## src/rtl/fetch_stage.sv

```systemverilog
// fetch_stage: RV32I instruction fetch with IF/ID pipeline register.
//
// Purpose: keeps PCF and issues one instruction-memory request at a time over
// a valid/ready request channel. The response comes back on a separate
// response-valid strobe. Fetched words go into the IF/ID register
// (InstrD/PCD/PCPlus4D/validD) under the control of the hazard unit
// (stallF/stallD/flushD) and the EX-stage redirect (PCSrcE/PCTargetE).
// Redirect targets are word-aligned by clearing the two low bits.
//
// Ports:
//   clk, rst                  clock, synchronous active-high reset
//   stallF, stallD, flushD    hazard-unit controls
//   PCSrcE, PCTargetE         taken branch/jump redirect from EX
//   imem_req_valid/ready      request handshake, imem_addr = PCF
//   imem_resp_valid/data      instruction response (>=1 cycle after accept)
//   InstrD, PCD, PCPlus4D     decode-stage instruction and its PCs
//   validD                    InstrD is real (0 = bubble, NOP_INSTR)
//   fetch_busy                a request is outstanding (WAIT or DROP)
//   misalign_trap             only when FETCH_MISALIGN_TRAP_EN is defined:
//                             1-cycle pulse on a redirect to an unaligned target
//
// Build option: define FETCH_MISALIGN_TRAP_EN to add the misalign_trap port.
module fetch_stage #(
  parameter int unsigned     XLEN      = 32,
  parameter logic [XLEN-1:0] RESET_PC  = '0,
  parameter logic [31:0]     NOP_INSTR = 32'h0000_0013
) (
  input  logic            clk,
  input  logic            rst,
  input  logic            stallF,
  input  logic            stallD,
  input  logic            flushD,
  input  logic            PCSrcE,
  input  logic [XLEN-1:0] PCTargetE,
  output logic            imem_req_valid,
  input  logic            imem_req_ready,
  output logic [XLEN-1:0] imem_addr,
  input  logic            imem_resp_valid,
  input  logic [31:0]     imem_resp_data,
  output logic [31:0]     InstrD,
  output logic [XLEN-1:0] PCD,
  output logic [XLEN-1:0] PCPlus4D,
  output logic            validD,
  output logic            fetch_busy
`ifdef FETCH_MISALIGN_TRAP_EN
  ,
  output logic            misalign_trap
`endif
);

  typedef enum logic [1:0] {REQ, WAIT, HOLD, DROP} state_t;

  state_t          state;
  logic [XLEN-1:0] PCF;
  logic [XLEN-1:0] pcPlus4F;
  logic [XLEN-1:0] targetAligned;
  logic [31:0]     instrBuf;
  logic            loadD;
  logic [31:0]     loadData;

  assign pcPlus4F      = PCF + XLEN'(4);
  assign targetAligned = {PCTargetE[XLEN-1:2], 2'b00};

  always_comb begin
    imem_req_valid = (state == REQ) && !stallF && !PCSrcE;
    imem_addr      = PCF;
    fetch_busy     = (state == WAIT) || (state == DROP);
  end

  // A word reaches IF/ID either straight from the response (WAIT) or from
  // the buffer that captured it while decode was stalled (HOLD).
  always_comb begin
    loadD    = 1'b0;
    loadData = imem_resp_data;
    if (!PCSrcE) begin
      case (state)
        WAIT: loadD = imem_resp_valid && !stallD;
        HOLD: begin
          loadD    = !stallD;
          loadData = instrBuf;
        end
        default: loadD = 1'b0;
      endcase
    end
  end

  always_ff @(posedge clk) begin
    if (rst) begin
      state    <= REQ;
      PCF      <= RESET_PC;
      instrBuf <= '0;
    end else begin
      case (state)
        REQ: begin
          if (PCSrcE)
            PCF <= targetAligned;
          else if (imem_req_valid && imem_req_ready)
            state <= WAIT;
        end
        WAIT: begin
          if (PCSrcE) begin
            // Response in the same cycle is simply discarded; otherwise the
            // stale response still has to be drained in DROP.
            PCF   <= targetAligned;
            state <= imem_resp_valid ? REQ : DROP;
          end else if (imem_resp_valid) begin
            if (stallD) begin
              instrBuf <= imem_resp_data;
              state    <= HOLD;
            end else begin
              PCF   <= pcPlus4F;
              state <= REQ;
            end
          end
        end
        HOLD: begin
          if (PCSrcE) begin
            PCF   <= targetAligned;
            state <= REQ;
          end else if (!stallD) begin
            PCF   <= pcPlus4F;
            state <= REQ;
          end
        end
        DROP: begin
          if (PCSrcE)
            PCF <= targetAligned;
          if (imem_resp_valid)
            state <= REQ;
        end
        default: state <= REQ;
      endcase
    end
  end

  // IF/ID register: redirect/flush bubble beats stall; PCs are kept on a bubble.
  always_ff @(posedge clk) begin
    if (rst) begin
      InstrD   <= NOP_INSTR;
      PCD      <= '0;
      PCPlus4D <= '0;
      validD   <= 1'b0;
    end else if (flushD || PCSrcE) begin
      InstrD <= NOP_INSTR;
      validD <= 1'b0;
    end else if (!stallD) begin
      if (loadD) begin
        InstrD   <= loadData;
        PCD      <= PCF;
        PCPlus4D <= pcPlus4F;
        validD   <= 1'b1;
      end else begin
        InstrD <= NOP_INSTR;
        validD <= 1'b0;
      end
    end
  end

`ifdef FETCH_MISALIGN_TRAP_EN
  always_ff @(posedge clk) begin
    if (rst)
      misalign_trap <= 1'b0;
    else
      misalign_trap <= PCSrcE && (PCTargetE[1:0] != 2'b00);
  end
`else
  // Low target bits are dropped silently in this build.
  logic unusedTargetLow;
  assign unusedTargetLow = ^PCTargetE[1:0];
`endif

endmodule
```

## config.mk

```make
export PLATFORM = sky130hd
export DESIGN_NAME = fetch_stage
export DESIGN_NICKNAME = d
export VERILOG_FILES = /design/src/rtl/fetch_stage.sv
export SDC_FILE = /design/constraint.sdc
export NUM_CORES = 1
export LEC_CHECK = 0
export CAP_MARGIN = 20
export CORE_MARGIN = 4
export CORE_UTILIZATION = 45
export CTS_CLUSTER_DIAMETER = 100
export CTS_CLUSTER_SIZE = 24
export DETAILED_ROUTE_END_ITERATION = 6
export PLACE_DENSITY = 0.79
export SKIP_LAST_GASP = 1
export SLEW_MARGIN = 5
export SYNTH_ARGS = -nofsm -noshare
export SYNTH_HDL_FRONTEND = slang
export SYNTH_SLANG_ARGS = --single-unit
```

## constraint.sdc

```tcl
create_clock -name clk -period 2.88 [get_ports clk]
set_clock_uncertainty 0.1 [all_clocks]
set_input_delay 0.576 -clock clk [delete_from_list [all_inputs] [get_ports clk]]
set_output_delay 0.576 -clock clk [all_outputs]
set_load 0.1 [all_outputs]
```

==> out/metrics.yaml, run 1 <==
arrival_ns: 2.67
drt_pass1_iterations: 5
postCtsSetupRepairBufs: 0
fin_cells: 1317
h-tree-depth: 4
port_buffers: 194
worst_pin_slew_ns: 0.602
wl_per_cell_um: 15.7
grt_pass1_wl_mm: 33.4
grt_usage_pct: 23.0
place_inst: 1285
numCtsBuffers: 17
status: "finished clean"
synth_area_leaders: "dfxtp_1 (45%), nand2_1 (12%), a21oi_1 (9.8%)"
clkSinkCount: 157
clockRootBuffer: "clkbuf_16"
initial_core_util_pct: 46.0
seqPwrFrac_pct: 43.9
dr_wl_met2_mm: 9.87
drc: 0
grt_max_degree: 88
slew_viol_final: 0
switching_share_pct: 30.7
globalRouteOverflowTotal: 0
drt_wl_total_mm: 20.7
finalHoldViolations: 0
io_pins: 203
grt_pass1_vias: 6458
ys_async_sr_fraction_pct: 0
die_area_um2: 17700
synthCells: 921
ys_seq_area_share_pct: 44.8
setup-violations-final: 0
end_kind: "register"
drt_iter0_markers: 501
p_sw_mw: 1.59
synthToLayoutAreaGrowth_pct: 34.3
synth_top_area_share_pct: 44.8
finalCritPeriodShare_pct: 83.7
antenna_left: 0
holdBufCountCts: 0
ys_warn_count: 0
combinationalPowerShare_pct: 16.1
drive_gt1_share_pct: 18.7
ctsResizeCount: 0
synth_seq_cells: 157
utilization_pct: 61.8
clockBufferDepth: 2
dr_wl_met3_mm: 1.48
place_congestion: 0.847
critPathKind: "reg -> reg"
vdd_drop_max_v: 0.000353
fin_ws_ns: 0.470
drv_cap: 0
power_density_nw_per_um2: 550
intPower_mw: 3.59
fmax_mhz: 415
clock_latency_ns: 0.43
rows: 45
core_area_um2: 15300
fin_tns_setup_ns: 0
vias: 6967
die_width_um: 133
startpoint_type: "register"
fin_crit_ns: 2.41
hp-class: "reg -> reg"
slew_headroom_pct: 59.5
cts_tree: "done"
layout.nets: 1170
wl_met1_mm: 9.04
cp_max_fo: 9
cts.reportedPaths.clkPinSlew_ns: 0.06
dpl.hpwl_mm: 14.2
viasPerCell: 5.29
power.share.clock_pct: 39.9
syn-cell-area_um2: 7020
num_antenna_cells: 0
routed.top_layer: "met4"
synth_edf_count: 0
yosys.cell_types.count: 50
leakage_nw: 3.57
antenna_found_initial: 0
synth_area_per_cell_um2: 7.62
yosysTopAreaCell: "dfxtp_1"
ys.flop_type: "dfxtp_1"
dieHeight_um: 133
rsz0062_at_grt: "no"
crit_required_ns: 3.14
dp_slack_ns: 0.227
## final cells by class
cell class	count	area, µm²
well taps	211	264
flip-flops and latches	157	3150
fillers	1393	5830
inverters	10	37.5
clock inverters	15	115
repair buffers	228	1920
clock buffers	17	425
multi-input cells	679	3520
## cell usage after synthesis, types with 2 or more instances
library cell  number
nand3_2            2
ha_1               5
o211ai_1           5
nand2b_1           5
nor4_1             3
buf_2             15
and4_1             2
xnor2_1           14
xor2_1            17
nor2_2             2
or3_1             12
and2_1             6
nand2_1          221
nand3_1           15
nor4_4             2
nor3_1             7
a22oi_1            6
a22o_1             4
a211oi_1          31
nor2b_1            7
clkbuf_1          54
nand4_2            2
nor2_1            97
or2_2              2
dfxtp_1          157
o22ai_1            5
inv_1             10
o31ai_1            2
a311oi_1           5
o31a_1             2
a21oi_1          138
o21ai_0           11
a31oi_1           11
o311ai_0           2
a221oi_1           2
buf_1              2
nand4_1           11
a21o_1             2
or4_1              7
buf_4              8
## path summary, 6_finish.rpt
path	from	to	slack, ns	depth (start not counted)
worst min-delay path	instrBuf[6]	instrBuf[6]	0.35	2
worst max-delay path	imem_addr[10]	imem_addr[30]	0.47	5
worst min register to register	instrBuf[6]	instrBuf[6]	0.35	2
worst max register to register	imem_addr[10]	imem_addr[30]	0.47	5
## power by group through the flow
| stage | logic, mW | clock network [mW] | registers (mW) |
|---|---|---|---|
| after global placement | 0.824 | 0 | 2.33 |
| after detailed placement | 0.831 | 0 | 2.33 |
| final | 0.836 | 2.07 | 2.28 |
| after global routing | 0.886 | 2.20 | 2.29 |
| after CTS | 0.834 | 2.11 | 2.28 |
| after floorplan | 0.336 | 0 | 2.55 |
## layout by cell type (no fill, tap or decap), types with 12 or more instances in the layout
| master | n |
|---|---|
| nand2_1 | 221 |
| buf_4 | 157 |
| dfxtp_1 | 155 |
| a21oi_1 | 138 |
| nor2_1 | 97 |
| clkdlybuf4s50_1 | 68 |
| a211oi_1 | 31 |
| xor2_1 | 17 |
| clkbuf_16 | 17 |
| nand3_1 | 15 |
| xnor2_1 | 14 |
| or3_1 | 12 |
## sequential cells by signal (all words and copies together), names as in the netlist
register	flops
InstrD	32
state	2
imem_addr	30
validD	1
PCD	30
instrBuf	32
PCPlus4D	30
## per-stage QoR
| stage | hold WS [ns] | area (µm²) | power (mW) |
|---|---|---|---|
| CTS | 0.355 | 9430 | 5.22 |
| detailed placement | 0.347 | 8880 | 3.16 |
| global placement | 0.342 | 8880 | 3.15 |
| finish | 0.353 | 9430 | 5.19 |
| floorplan | 0.337 | 7040 | 2.88 |
| global route | 0.372 | 9430 | 5.37 |
## cell families after synthesis
| family | Yosys count | synth area share, % |
|---|---|---|
| AOI/OAI and AO/OA | 229 | 19.2 |
| xor gates and xnor gates | 31 | 3.87 |
| and+or+nand+nor | 407 | 25.5 |
| DFF | 157 | 44.8 |
| adders and majority gates | 5 | 0.892 |
| buffers and inverters | 90 | 5.53 |
| other | 1 | 0.0534 |
| muxes | 1 | 0.143 |
## metal layers
metal	vias to the layer above	GRT usage, %
met3	25	5.78
met2	227	38.0
li1	3479	-
met5	-	0
met4	0	7.10
met1	3236	29.7
## worst max-delay path, stage by stage (launching register included)
cell     delay [ns]
dfxtp_1        0.48
nand2_1        0.23
nor4_4         0.62
nand2_2        0.20
or4_1          0.54
a31oi_1        0.16
Note: power is estimated with default switching activity, not from simulation.
==> inputs of run 2 (changes only) <==
--- a/config.mk
+++ b/config.mk
@@ -7,7 +7,7 @@
 export LEC_CHECK = 0
 export CAP_MARGIN = 20
 export CORE_MARGIN = 4
-export CORE_UTILIZATION = 45
+export CORE_UTILIZATION = 43
 export CTS_CLUSTER_DIAMETER = 100
 export CTS_CLUSTER_SIZE = 24
 export DETAILED_ROUTE_END_ITERATION = 6
==> constraint.sdc (replaced) <==
create_clock -name clk -period 2.2 [get_ports clk]
set_clock_uncertainty 0.1 [all_clocks]
set_input_delay 0.44 -clock clk [delete_from_list [all_inputs] [get_ports clk]]
set_output_delay 0.44 -clock clk [all_outputs]
set_load 0.1 [all_outputs]
==> run 2 against run 1 <==
  * Global-route usage down 0.66 points
  * Cell count up 2.4%
  * Via count rose by 2.7%
  * Total power increased by 39%
  * Routed wire length up 2.9%
  * Sequential share of layout area decreased by 1.1 points
  * Core utilization grew 0.97 points
  * Clock power is 47% higher
  * Register-to-register slack worse by 0.39 ns
  * First-iteration DRC count is 0.80% higher
  * Die area grew 4.4%
==> out/metrics.yaml, run 2 (same netlist as run 1, synthesis figures left out) <==
drive_gt1_share_pct: 23.6  # +4.8 points
rsz0062_at_grt: "yes"
power.share.clock_pct: 42.4  # +2.5 points
numCtsBuffers: 17  # unchanged
core_area_um2: 15900  # +4.5%
rows: 46  # +2.2%
antenna_found_initial: 0  # unchanged
drt_wl_total_mm: 21.3  # +2.9%
vdd_drop_max_v: 0.000496  # +40%
power_density_nw_per_um2: 718  # +31%
initial_core_util_pct: 44.0  # -2.0 points
cts.reportedPaths.clkPinSlew_ns: 0.06  # about the same
final_common_cell: "nand2_1"
globalRouteOverflowTotal: 0  # unchanged
met3_usage_pct: 7.13  # +1.4 points
clkSinkCount: 157  # unchanged
fin_cells: 1349  # +2.4%
drc: 0  # unchanged
p_total_mw: 7.19  # +39%
viasPerCell: 5.30  # +0.23%
layout.nets: 1197  # +2.3%
clockRootBuffer: "clkbuf_16"
antenna_left: 0  # unchanged
slew_viol_final: 0  # unchanged
worst_hold_path.num_cells: 2  # unchanged
drt_iter0_markers: 505  # +0.80%
end_kind: "output port"
fin_tns_setup_ns: 0  # unchanged
num_antenna_cells: 0  # unchanged
cp_max_fo: 15  # +6
combinationalPowerShare_pct: 15.9  # -0.2 points
r2r-start: "state[0]"
utilization_pct: 62.7  # +0.97 points
use_met2_pct: 36.5  # -1.6 points
port_buffers: 194  # unchanged
drt_pass1_iterations: 7  # +2
grt-busiest-layer: "met2"
leakage_nw: 3.82  # +6.9%
dpl.hpwl_mm: 14.5  # +2.4%
finalHoldViolations: 0  # unchanged
reg_top3: "InstrD (32), instrBuf (32)"
critPathKind: "in -> out"
fmax_mhz: 465
h-tree-depth: 4  # unchanged
dieHeight_um: 136  # +2.2%
r2r_slack_ns: 0.08  # -0.39 ns
clock_latency_ns: 0.43  # about the same
hp-class: "in -> reg"
intPower_mw: 5.13  # +43%
arrival_ns: 1.61  # -1.06 ns
crit_required_ns: 1.66  # -1.48 ns
die_width_um: 136  # +2.2%
mostFrequentLayoutCells: "nand2_1 (221), buf_4 (173), a21oi_1 (137)"
setup-violations-final: 0  # unchanged
die_area_um2: 18400  # +4.4%
holdWs_ns: 0.298  # -0.0547 ns
finalCritPeriodShare_pct: 97.7
dpl-instance-area_um2: 9240  # +4.0%
wl_per_cell_um: 15.8  # +0.50%
dp_slack_ns: -0.180  # -0.407 ns
synthToLayoutAreaGrowth_pct: 42.6
p_sw_mw: 2.05  # +29%
gr-usage-met1_pct: 28.2  # -1.4 points
grt_pass1_vias: 6761  # +4.7%
seqPwrFrac_pct: 41.8  # -2.1 points
fin_crit_ns: 2.15
clockBufferDepth: 2  # unchanged
place_inst: 1310  # +1.9%
hold_start: "rst"
startpoint_type: "input port"
grt_usage_pct: 22.4  # -0.66 points
switching_share_pct: 28.5  # -2.1 points
grt_max_degree: 57  # -35%
place_congestion: 0.864  # +2.1%
r2r_end: "PCPlus4D[6]"
status: "finished clean"
drv_cap: 0  # unchanged
reg2regPathDepth: 9  # +4
io_pins: 203  # unchanged
fin_ws_ns: 0.0516  # -0.418 ns
grt_pass1_wl_mm: 33.4  # about the same
cts_tree: "done"
final_area_um2: 10000  # +6.1%
holdPathEnd: "PCD[17]"
crit_start: "PCSrcE"
vias: 7153  # +2.7%
-- run 2: cell count changes in the layout (fill, tap and decap cells not counted), moves of 2 or more --
cell       previous run  this run
a211oi_1             31        29
a211oi_2              0         2
buf_12                3        12
buf_4               157       173
bufinv_16             0         2
clkbuf_16            17        21
clkinv_4              4         2
dfxtp_1             155       128
dfxtp_2               2         8
dfxtp_4               0        21
inv_8                 2         0
-- run 2: layout make-up --
| type | instances | area (µm²) |
|---|---|---|
| fillers | 1399 | 5940 |
| clock buffers | 20 | 489 |
| clock inverters | 12 | 129 |
| multi-input cells | 679 | 3580 |
| flip-flops and latches | 157 | 3230 |
| inverters | 10 | 37.5 |
| repair buffers | 255 | 2270 |
| well taps | 216 | 270 |
-- run 2: repair_timing --
item / in CTS / in global routing
gates cloned: 0 / 2
pin swaps: 0 / 1
setup buffers: 0 / 5
endpoints found under the hold margin: 0 / 0
hold buffers: 0 / 0
endpoints found under the setup margin: 1 / 53
resized for setup: 1 / 12
-- run 2: worst max-delay path by stage --
stage                endpoint  cells after the start
2_1_floorplan   imem_addr[30]                      6
3_3_place_gp          PCD[14]                      7
3_5_place_dp     PCPlus4D[25]                      7
4_1_cts          PCPlus4D[25]                      8
5_1_grt          PCPlus4D[29]                      9
6_report       imem_req_valid                      5
-- run 2: critical path, stage by stage --
cell and delay, ns:
clkdlybuf4s50_1 0.43, buf_4 0.21, nor2_1 0.15, and2_1 0.19
buf_12 0.18
-- run 2: routing by layer --
metal	up-vias	wire length, µm
met4	0	362
met1	3319	8900
met3	29	1890
met2	271	10200
li1	3534	-
met5	-	0
-- run 2: power by group through the flow --
| stage | sequential (mW) | clock [mW] | combinational, mW |
|---|---|---|---|
| 3_3_place_gp | 3.06 | 0 | 1.12 |
| 5_1_grt | 3.01 | 3.21 | 1.21 |
| 6_report | 3.00 | 3.05 | 1.14 |
| 4_1_cts | 3.00 | 3.10 | 1.13 |
| 3_5_place_dp | 3.06 | 0 | 1.13 |
| 2_1_floorplan | 3.34 | 0 | 0.453 |
==> inputs of run 3 (changes only) <==
--- a/config.mk
+++ b/config.mk
@@ -6,7 +6,7 @@
 export NUM_CORES = 1
 export LEC_CHECK = 0
 export CAP_MARGIN = 20
-export CORE_MARGIN = 4
+export CORE_MARGIN = 2
 export CORE_UTILIZATION = 43
 export CTS_CLUSTER_DIAMETER = 100
 export CTS_CLUSTER_SIZE = 24
==> run 3 against run 2 <==
  * Sequential share of layout area increased by 0.36 points
  * Global-route usage increased by 1.3 points
  * Sequential power about the same
  * Critical path type is now reg -> out
  * Largest power group is now sequential cells
  * Highest routed layer unchanged
  * Cell area decreased by 1.1%
  * Largest cell class unchanged
  * Count of clock-buffer cells in the layout increased by 1
==> out/metrics.yaml, run 3 (same netlist as run 1, synthesis figures left out) <==
drc: 0  # unchanged
leakage_nw: 3.76  # -1.4%
numCtsBuffers: 17  # unchanged
slowest_delay_ns: 0.32  # -0.11 ns
drt_pass1_iterations: 5  # -2
cp_max_fo: 6  # -9
switching_share_pct: 28.8  # +0.21 points
layout.nets: 1192  # -0.42%
port_buffers: 194  # unchanged
vias: 7100  # -0.74%
dpl-instance-area_um2: 9280  # +0.35%
status: "finished clean"
cts.reportedPaths.clkPinSlew_ns: 0.06  # about the same
io_pins: 203  # unchanged
path_buf_inv: 2  # -1
num_antenna_cells: 0  # unchanged
dieHeight_um: 132  # -2.9%
clkSinkCount: 157  # unchanged
initial_core_util_pct: 44.0  # unchanged
h-tree-depth: 4  # unchanged
die_area_um2: 17400  # -5.8%
hp-class: "in -> reg"
rows: 46  # unchanged
p_sw_mw: 2.03  # -1.2%
grt_pass1_wl_mm: 33.7  # +0.72%
power_density_nw_per_um2: 713  # -0.79%
holdWs_ns: 0.307  # +0.00918 ns
fin_tns_setup_ns: 0  # unchanged
reg_top3: "InstrD (32), instrBuf (32)"
finalCritPeriodShare_pct: 96.3  # -1.4 points
vdd_drop_max_v: 0.000500  # +0.67%
arrival_ns: 1.58  # -0.03 ns
end_kind: "output port"
viasPerCell: 5.28  # -0.37%
critPathKind: "reg -> out"
clock_latency_ns: 0.42  # about the same
clockRootBuffer: "clkbuf_16"
power.share.clock_pct: 41.2  # -1.2 points
dpl.hpwl_mm: 14.2  # -2.3%
cp_slowest_cell: "dfxtp_1"
antenna_left: 0  # unchanged
synthToLayoutAreaGrowth_pct: 41.0
globalRouteOverflowTotal: 0  # unchanged
grt_usage_pct: 23.7  # +1.3 points
cts_tree: "done"
cp_top_family: "flip-flops"
final_area_um2: 9890  # -1.1%
mostFrequentLayoutCells: "nand2_1 (221), buf_4 (169), a21oi_1 (138)"
core_area_um2: 15900  # unchanged
wl_per_cell_um: 15.5  # -1.8%
crit_chain: "buf_4 -> ha_1 -> or2_4 -> buf_12"
drt_wl_total_mm: 20.9  # -2.1%
crit_required_ns: 1.66  # about the same
utilization_pct: 62.0  # -0.71 points
combinationalPowerShare_pct: 16.3  # +0.4 points
setup-violations-final: 0  # unchanged
place_congestion: 0.818  # -5.3%
drv_cap: 0  # unchanged
drive_gt1_share_pct: 23.0  # -0.60 points
drt_iter0_markers: 603  # +19%
p_total_mw: 7.05  # -1.9%
clockBufferDepth: 2  # unchanged
finalHoldViolations: 0  # unchanged
grt_max_degree: 58  # +1.8%
rsz0062_at_grt: "yes"
startpoint_type: "register"
final_common_cell: "nand2_1"
die_width_um: 132  # -2.9%
fmax_mhz: 472  # +1.4%
fin_crit_ns: 2.12  # -0.0299 ns
seqPwrFrac_pct: 42.5  # +0.7 points
grt_pass1_vias: 6584  # -2.6%
antenna_found_initial: 0  # unchanged
slew_viol_final: 0  # unchanged
intPower_mw: 5.02  # -2.2%
-- run 3: changes by cell type in the layout (fill, tap and decap cells not counted), moves of 2 or more --
cell | before | now
nor2b_2 | 1 | 3
buf_4 | 173 | 169
clkbuf_1 | 0 | 2
clkbuf_16 | 21 | 17
nor2b_1 | 6 | 4
a211oi_2 | 2 | 0
a211oi_1 | 29 | 31
inv_6 | 2 | 0
-- run 3: metal layers --
metal  vias up  global-route usage [%]  part of all wire (%)
li1       3534                       -                     -
met1      3273                    30.4                    44
met2       265                    38.7                    47
met3        28                    7.11                   7.6
met4         0                    6.82                   1.4
met5         -                       0                     0
-- run 3: worst register-to-register path: stages, from the launching register on --
cell     delay, ns
dfxtp_2       0.35
inv_1         0.07
ha_1          0.29
buf_4         0.14
nor2b_2       0.17
nand3_2       0.18
buf_4         0.22
or3_1         0.33
a21oi_1       0.18
-- run 3: what timing repair did --
item	CTS	global route
pin swaps	0	3
hold buffers	0	0
setup buffers	0	1
gates resized for setup	3	5
endpoints found under the setup margin	8	21
-- run 3: power by group through the flow --
stage	Clock [mW]	Combinational, mW	Sequential, mW
final	2.91	1.15	3.00
after global routing	3.09	1.21	3.00
after CTS	2.96	1.14	2.99
after detailed placement	0	1.13	3.06
after global placement	0	1.13	3.05
after floorplan	0	0.453	3.34
-- run 3: path summary, 6_finish.rpt --
check	startpoint	endpoint	slack, ns	depth (start not counted)
min	rst	PCD[19]	0.31	2
max	state[0]	fetch_busy	0.08	4
min reg2reg	instrBuf[24]	instrBuf[24]	0.35	2
max reg2reg	state[1]	imem_addr[17]	0.09	8
-- run 3: per-stage QoR --
step                cells  worst slack, ns
floorplan             926          -0.0268
global placement     1311           -0.158
detailed placement   1311           -0.232
CTS                  1343           0.0332
global route         1344          -0.0365
finish               1344           0.0814
-- run 3: final cells by class --
type | instances | area (µm²)
fillers | 1420 | 6050
inverters | 10 | 37.5
clock buffers | 21 | 460
flip-flops and latches | 157 | 3230
well taps | 216 | 270
repair buffers | 250 | 2200
multi-input cells | 679 | 3580
clock inverters | 11 | 115
